===== config.mk =====
export PLATFORM = sky130hd
export DESIGN_NAME = hart_ctrl
export DESIGN_NICKNAME = d
export VERILOG_FILES = /design/src/rtl/hart_ctrl.sv
export SDC_FILE = /design/constraint.sdc
export NUM_CORES = 1
export LEC_CHECK = 0
export ABC_AREA = 0
export CAP_MARGIN = 10
export CORE_AREA = 3 3 70 72
export DETAILED_ROUTE_END_ITERATION = 8
export DIE_AREA = 0 0 73 75
export PLACE_DENSITY = 0.83
export REMOVE_ABC_BUFFERS = 1
export SLEW_MARGIN = 20
export SYNTH_ARGS = -nofsm -noshare
export SYNTH_HDL_FRONTEND = slang
export SYNTH_SLANG_ARGS = --single-unit

===== constraint.sdc =====
create_clock -name clk_i -period 4.6 [get_ports clk_i]
set_input_delay 0.46 -clock clk_i [delete_from_list [all_inputs] [get_ports clk_i]]
set_output_delay 0.46 -clock clk_i [all_outputs]
set_load 0.05 [all_outputs]

===== src/rtl/hart_ctrl.sv =====
// hart_ctrl: run-control sequencer for the single-hart RV64I core.
//
// Gates the PC write enable, turns the CPU exception vector into
// RUN/HALT/ERROR transitions, accepts debug commands over a valid/ready
// handshake and counts retired instructions.
//
// Ports:
//   clk_i        : clock, all state on the rising edge
//   rst_i        : synchronous active-high reset
//   exceptions_i : [2:0] errors, [3] ECALL, [4] EBREAK, [7:5] ignored for
//                  transitions but latched into cause_o
//   cmd_valid_i  : debug command offered
//   cmd_i        : 0 HALT, 1 RESUME, 2 STEP, 3 CLEAR
//   cmd_ready_o  : command can be accepted (RUN, HALT, ERROR)
//   pc_we_o      : commit of the current instruction
//   state_o      : 0 RST, 1 RUN, 2 HALT, 3 ERROR, 4 STEP
//   cause_o      : latched stop cause
//   instret_o    : retired-instruction counter (wraps)
//
// Build option: define HART_CTRL_STEP_EN to enable single-step. Without it,
// STEP commands are accepted and dropped and the STEP state is unreachable.
//
// state | meaning
// ------+---------------------------------------------------------------
// RST   | hold counter running down after reset or CLEAR
// RUN   | free-running, every clean instruction commits
// HALT  | stopped by trap or HALT command, waiting for RESUME/STEP
// ERROR | stopped by an error exception, only CLEAR leaves
// STEP  | one-cycle single-step, then back to HALT

module hart_ctrl #(
  parameter int CNT_WIDTH  = 32,
  parameter int RESET_HOLD = 2
) (
  input  logic                 clk_i,
  input  logic                 rst_i,
  input  logic [7:0]           exceptions_i,
  input  logic                 cmd_valid_i,
  input  logic [1:0]           cmd_i,
  output logic                 cmd_ready_o,
  output logic                 pc_we_o,
  output logic [2:0]           state_o,
  output logic [7:0]           cause_o,
  output logic [CNT_WIDTH-1:0] instret_o
);

  localparam int HOLD_W = (RESET_HOLD > 1) ? $clog2(RESET_HOLD) : 1;
  localparam logic [HOLD_W-1:0] HOLD_INIT = HOLD_W'(RESET_HOLD - 1);

  localparam logic [1:0] CMD_HALT   = 2'd0;
  localparam logic [1:0] CMD_RESUME = 2'd1;
  localparam logic [1:0] CMD_STEP   = 2'd2;
  localparam logic [1:0] CMD_CLEAR  = 2'd3;

  localparam logic [7:0] CAUSE_HALT_CMD = 8'h80;
  localparam logic [7:0] CAUSE_STEP     = 8'h40;

  typedef enum logic [2:0] {
    S_RST   = 3'd0,
    S_RUN   = 3'd1,
    S_HALT  = 3'd2,
    S_ERROR = 3'd3,
    S_STEP  = 3'd4
  } state_t;

  state_t              state_q, state_d;
  logic [HOLD_W-1:0]   hold_q, hold_d;
  logic [7:0]          cause_q, cause_d;
  logic [CNT_WIDTH-1:0] instret_q;

  logic exc_err, exc_trap, accept;

  assign exc_err  = |exceptions_i[2:0];
  assign exc_trap = |exceptions_i[4:3];

  assign cmd_ready_o = (state_q == S_RUN) || (state_q == S_HALT) || (state_q == S_ERROR);
  assign accept      = cmd_valid_i && cmd_ready_o;

  // A faulting or trapping instruction never commits, so the PC stays on it.
  assign pc_we_o = ((state_q == S_RUN) || (state_q == S_STEP)) && (exceptions_i[4:0] == 5'd0);

  assign state_o   = state_q;
  assign cause_o   = cause_q;
  assign instret_o = instret_q;

  always_comb begin
    state_d = state_q;
    hold_d  = hold_q;
    cause_d = cause_q;
    case (state_q)
      S_RST: begin
        if (hold_q == '0) state_d = S_RUN;
        else              hold_d  = hold_q - HOLD_W'(1);
      end
      S_RUN, S_STEP: begin
        // Exceptions outrank a same-cycle HALT command; the command is
        // still accepted and simply dropped.
        if (exc_err) begin
          state_d = S_ERROR;
          cause_d = exceptions_i;
        end else if (exc_trap) begin
          state_d = S_HALT;
          cause_d = exceptions_i;
        end else if (state_q == S_STEP) begin
          state_d = S_HALT;
          cause_d = CAUSE_STEP;
        end else if (accept && (cmd_i == CMD_HALT)) begin
          state_d = S_HALT;
          cause_d = CAUSE_HALT_CMD;
        end
      end
      S_HALT: begin
        if (accept && (cmd_i == CMD_RESUME)) begin
          state_d = S_RUN;
          cause_d = 8'h00;
        end
`ifdef HART_CTRL_STEP_EN
        else if (accept && (cmd_i == CMD_STEP)) begin
          state_d = S_STEP;
        end
`endif
      end
      S_ERROR: begin
        if (accept && (cmd_i == CMD_CLEAR)) begin
          state_d = S_RST;
          hold_d  = HOLD_INIT;
          cause_d = 8'h00;
        end
      end
      default: begin
        state_d = S_RST;
        hold_d  = HOLD_INIT;
      end
    endcase
  end

  always_ff @(posedge clk_i) begin
    if (rst_i) begin
      state_q   <= S_RST;
      hold_q    <= HOLD_INIT;
      cause_q   <= 8'h00;
      instret_q <= '0;
    end else begin
      state_q <= state_d;
      hold_q  <= hold_d;
      cause_q <= cause_d;
      if (pc_we_o) instret_q <= instret_q + CNT_WIDTH'(1);
    end
  end

endmodule


==> summary.md, run 1 <==
| Metric | Value |
|---|---|
| Outcome | completed |
| Worst-Margin Slew | 0.846 ns |
| Max-Cap Viols | 0 |
| Most common cell in the synthesized netlist | dfxtp_1 |
| Worst-path clk slew | 0.07 ns |
| FILL cells | 364 |
| Int Power | 0.000687 W |
| Fin area | 2970 um2 |
| Leading area contributor after synthesis | dfxtp_1 |
| Cell mode on critical path | clkdlybuf4s50_1 |
| Flop pwr share | 39.7% |
| Number of global-route vias before repair | 1976 |
| Crit path launch type | input pin |
| Sequential share of the synthesized area | 37.9% |
| Fin. max-slew vios | 0 |
| Met3 WL | 229 um |
| Synth Register Bits | 43 |
| Clock Sinks | 43 |
| Worst path required time | 4.14 ns |
| Die width | 73 um |
| TritonCTS clock tree | done |
| Arrival @ worst endpoint | 2.54 ns |
| CORE AREA | 4350 um2 |
| LEAKAGE | 1.06 nW |
| Final Hold Vio Count | 0 |
| Row count | 24 |
| Final worst-path cycle share | 65.3% |
| Asr flop ratio synth | 0% |
| Resize count post-CTS | 0 |
| Power Density | 364 nW/um2 |
| Worst vdd ir | 306 uV |
| CTS root buffer | clkbuf_8 |
| Via count | 2120 |
| Skew final | 0.0114 ns |
| Placed cells | 361 |
| Clock power share | 24.5% |
| Initial core utilization | 52.2% |
| RSZ-0062 raised after global routing | false |
| Ys Warns | 0 |
| Layout cells sized above 1 | 6.62% |
| Unique cell type count in the Yosys netlist | 42 |
| EDFF count, synth | 0 |
| Wirelength, routed | 5410 um |
| # DRC | 0 |
| Worst skew pair latency | 0.30 ns |
| Crit-path cells | clkdlybuf4s50_1, nor3b_4, nand2_1, inv_1, clkdlybuf4s50_1 |
| Main synth FF type | dfxtp_1 |
| Switch share | 36.3% |
| Worst min-delay path class | reg -> reg |
| Wire length on met1 | 2510 um |
| Slowest stage delay, CP | 0.80 ns |
| Synth cell count leaders | dfxtp_1 (43), nand2_1 (29), nor2_1 (18), a21oi_1 (14), inv_1 (11) |
| Antenna violations before repair | 0 |
| Die area | 5480 um2 |
| Post-CTS Hold Buffers | 0 |
| Antenna Nets Post-Route | 0 |
| Nets | 336 |
| Post-synthesis cell area | 2270 um2 |
| CTS max path bufs | 2 |
| Gpl congestion | 0.783 |
| CP Max Fanout | 10 |
| Vias/cell | 5.75 |
| Psw | 0.000392 W |
| IO buf count | 56 |
| Synth top area share | 37.9% |
| Iteration count of the initial detailed-routing pass | 4 |
| Rel. slew slack | 43.2% |
| Post-CTS Setup Inserts | 0 |
| Met2 wire len | 2600 um |
| Gate count of the mapped netlist | 261 |
| CTS buffer count | 5 |
| Setup TNS | 0 ns |
| N_diodes | 0 |
| Top sig layer | met4 |
| Dpl hpwl | 3920 um |
| Non-Filler Instances | 369 |
| Min cycle time layout | 3.00 ns |
| Area Growth Syn to Fin | 30.6% |
| Starting DRT DRC Count | 89 |
| Routed WL per cell | 14.7 um |
| Cell Area, Placed | 2870 um2 |
| Critical path type | in -> out |
| Total track usage | 20.6% |
| Final setup violation count | 0 |
| Die height | 75 um |
| Crit-path slowest cell | clkdlybuf4s50_1 |
| F_max | 333 MHz |
| Synth Area per Inst | 8.70 um2 |
| Largest net degree at the start of global routing | 24 |
| First-pass GRT wire length | 8980 um |
| Top Ports | 58 |
| Leading post-synthesis cells by cell area | dfxtp_1 (38%), nand2_1 (4.8%), mux2i_1 (4.0%) |
| Final design utilization | 68.1% |
| CP Capture Type | primary output |
| Proportion of power drawn by combinational gates | 35.8% |
| # H-tree levels | 2 |
| Gr ovfl total | 0 |
[power groups by stage]
stage	clock network [W]	logic [W]	registers [W]
global placement	0	0.000381	0.000436
CTS	0.000267	0.000389	0.000428
floorplan	0	0.000163	0.000539
global route	0.000276	0.000412	0.000434
detailed placement	0	0.000386	0.000437
finish	0.000264	0.000387	0.000428
[metrics by stage]
step | total power, W | setup WS, ns | hold WS [ns]
floorplan | 0.000702 | 2.17 | 0.475
global placement | 0.000817 | 1.68 | 0.445
detailed placement | 0.000824 | 1.62 | 0.455
CTS | 0.00108 | 1.59 | 0.467
global route | 0.00112 | 1.40 | 0.490
finish | 0.00108 | 1.60 | 0.464
[path summary, 6_finish.rpt]
| path | to | from | slack [ns] | cells after the start |
|---|---|---|---|---|
| setup reg to reg | instret_o[29] | instret_o[3] | 2.18 | 4 |
| hold / removal | cause_o[7] | cause_o[7] | 0.46 | 2 |
| hold reg to reg | cause_o[7] | cause_o[7] | 0.46 | 2 |
| setup / recovery | pc_we_o | exceptions_i[3] | 1.60 | 5 |
[cells in the final DEF, fill, tap and decap left out, types with 4 or more instances in the layout]
cell and n:
clkdlybuf4s50_1 56, dfxtp_1 43, nand2_1 29, nor2_1 18
a21oi_1 14, inv_1 11, nand3_1 10, nand4_1 10
mux2i_1 9, o31ai_1 8, or4_1 8, xor2_1 8
nor2b_1 7, and2_1 7, or3_1 7, ha_1 7
clkbuf_8 7, mux2_1 6, o21ai_0 6, and4_1 5
nor3_1 5, nor4_1 5, o311ai_0 4
[area by class of cell]
| type | instances | area [um2] | area share (%) |
|---|---|---|---|
| inverter | 11 | 41.3 | 1.39 |
| clock buffer | 8 | 100 | 3.37 |
| timing repair buffer | 58 | 576 | 19.4 |
| sequential | 43 | 861 | 29.0 |
| tap | 52 | 65.1 | 2.19 |
| multi-input combinational | 197 | 1320 | 44.6 |
[sequential cells by signal (all words and copies together) (netlist names)]
register and count:
cause_o 8, hold_q 1, instret_o 32, state_o 2
[cells by family (layout without fill, tap and decap cells)]
| logic type | count (synthesis) | in the layout | synth area share [%] |
|---|---|---|---|
| XOR/XNOR | 8 | 8 | 3.09 |
| flip-flops | 43 | 43 | 37.9 |
| AO/OA/AOI/OAI | 39 | 39 | 11.2 |
| multiplexers | 18 | 18 | 8.43 |
| adder cells (fa/ha/maj) | 7 | 7 | 3.86 |
| AND/OR/NAND/NOR | 124 | 124 | 31.5 |
| other | 1 | 1 | 0.165 |
| buffers and inverters | 21 | 77 | 3.80 |
[routing by layer]
layer / global-route usage [%] / vias up
met5: 0 / -
met1: 27.8 / 992
met2: 33.7 / 60
met4: 6.35 / 0
met3: 3.74 / 8
li1: - / 1060
[worst max-delay path: cells and delay by family]
kind | cells | cell delay, ns
and+or+nand+nor | 2 | 0.62
buffers and inverters | 3 | 1.45
(Power assumes the default switching activity.)
==> run 2, diff against run 1 <==
Settings changed: CORE_AREA 3 3 70 72 to 3 3 76 78, DIE_AREA 0 0 73 75 to 0 0 79 81, PLACE_DENSITY 0.83 to 0.75.
Clock period 4.6 ns to 2.5 ns, I/O delays scaled along.
==> summary.md, run 2 (same netlist as run 1, synthesis figures left out) <==
| Metric | Value |
|---|---|
| Largest net degree at the start of global routing | 23 |
| Worst-path clk slew | 0.08 ns |
| CTS root buffer | clkbuf_8 |
| Arrival @ worst endpoint | 1.98 ns |
| Worst Hold Depth | 2 |
| Antenna violations before repair | 0 |
| Post-CTS Hold Buffers | 0 |
| TritonCTS clock tree | done |
| Fin. max-slew vios | 0 |
| Worst r2r path cells | 6 |
| Psw | 0.000723 W |
| Antenna Nets Post-Route | 0 |
| CP Max Fanout | 5 |
| Crit-path cells | inv_1, ha_1, inv_1, clkdlybuf4s50_1 |
| Int Power | 0.00128 W |
| Final worst-path cycle share | 89.1% |
| Crit path max-delay family | buffers and inverters |
| Layout cells sized above 1 | 9.23% |
| Row count | 26 |
| Worst-Margin Slew | 0.518 ns |
| Power Density | 656 nW/um2 |
| Worst vdd ir | 475 uV |
| Resize count post-CTS | 0 |
| Crit path launch type | register |
| Initial core utilization | 44.2% |
| Worst min-delay path class | reg -> reg |
| Setup TNS | 0 ns |
| Starting DRT DRC Count | 92 |
| Area Growth Syn to Fin | 34.7% |
| HP Start | cause_o[7] |
| Largest register FFs | 32 |
| Vias/cell | 5.48 |
| Final setup violation count | 0 |
| Proportion of power drawn by combinational gates | 36.8% |
| Min cycle time layout | 2.23 ns |
| Pre-CTS WS | 0.252 ns |
| Post-CTS Setup Inserts | 0 |
| Setup WS post-layout | 0.272 ns |
| Number of global-route vias before repair | 1966 |
| Gr ovfl total | 0 |
| Min-Delay Endpoint | cause_o[7] |
| Max-Cap Viols | 0 |
| Commonest cells after routing, fill and taps aside | clkdlybuf4s50_1 (55), dfxtp_1 (43), nand2_1 (29) |
| Cell mode on critical path | inv_1 |
| IO buf count | 56 |
| RSZ-0062 raised after global routing | false |
| Die height | 81 um |
| Die area | 6400 um2 |
| Nets | 344 |
| Fin area | 3060 um2 |
| Total track usage | 17.8% |
| Wirelength, routed | 5570 um |
| LEAKAGE | 1.10 nW |
| Reg2reg setup slack | 0.27 ns |
| Clock power share | 24.0% |
| Via count | 2166 |
| Cell Area, Placed | 2960 um2 |
| Commonest non-fill, non-tap cell in the layout | clkdlybuf4s50_1 |
| Dpl hpwl | 4110 um |
| # DRC | 0 |
| Die width | 79 um |
| Critical path type | reg -> out |
| Gpl congestion | 0.839 |
| # H-tree levels | 2 |
| CTS buffer count | 5 |
| CP Buf/Inv Count | 3 |
| Routed WL per cell | 14.1 um |
| Iteration count of the initial detailed-routing pass | 4 |
| CTS max path bufs | 2 |
| N_diodes | 0 |
| RR Endpoint | instret_o[31] |
| Worst skew pair latency | 0.29 ns |
| Rel. slew slack | 65.3% |
| Flop pwr share | 39.3% |
| Reg2Reg Launch Point | state_o[1] |
| First-pass GRT wire length | 9300 um |
| Slowest stage delay, CP | 0.80 ns |
| CP Capture Type | primary output |
| Crit-path slowest cell | clkdlybuf4s50_1 |
| CORE AREA | 5140 um2 |
| Top Ports | 58 |
| Switch share | 36.0% |
| Final design utilization | 59.5% |
| F_max | 449 MHz |
| Final Hold Vio Count | 0 |
| Skew final | 0.00379 ns |
| Outcome | completed |
| Clock Sinks | 43 |
| Worst path required time | 2.25 ns |
[run 2: cell types whose count changed in the layout (fill, tap and decap cells not counted)]
cell and change:
clkdlybuf4s50_1 -1, buf_4 +8, buf_12 +1
[run 2: layout make-up]
class                      count  area, um2
fill                         482       2080
multi-input combinational    197       1320
sequential                    43        861
timing repair buffer          66        646
clock buffer                   8        100
tap                           70       87.6
inverter                      11       41.3
[run 2: per-stage QoR]
step	instances	total power [W]	hold WS [ns]
after floorplan	251	0.00129	0.319
after global placement	387	0.00153	0.445
after detailed placement	387	0.00155	0.452
after CTS	395	0.00202	0.462
after global routing	395	0.00211	0.484
final	395	0.00201	0.458
[run 2: worst reg2reg max path, stage by stage, from the launching register on]
cell and delay [ns]:
dfxtp_1 0.36, inv_1 0.14, ha_1 0.25, nor3b_4 0.34, nand4_1 0.25, nor4_1 0.40, mux2_1 0.37
[run 2: worst max path at each step]
stage | start | end | depth (start not counted)
finish | state_o[0] | cmd_ready_o | 4
global route | state_o[1] | instret_o[31] | 6
CTS | state_o[0] | cmd_ready_o | 4
detailed placement | exceptions_i[0] | instret_o[14] | 7
global placement | exceptions_i[0] | instret_o[14] | 7
floorplan | state_o[0] | state_o[0] | 6
[run 2: power by group through the flow]
stage	combinational [W]	sequential [W]	clock, W
floorplan	0.000300	0.000991	0
global placement	0.000725	0.000804	0
detailed placement	0.000740	0.000805	0
CTS	0.000742	0.000790	0.000488
global route	0.000787	0.000797	0.000530
finish	0.000738	0.000788	0.000481
[run 2: routing by layer]
metal / vias to the layer above / track usage (%) / routed length (um)
met2: 64 / 29.0 / 2670
met1: 1017 / 24.2 / 2560
met3: 5 / 3.44 / 286
li1: 1080 / - / -
met4: 0 / 4.98 / 57
met5: - / 0 / 0
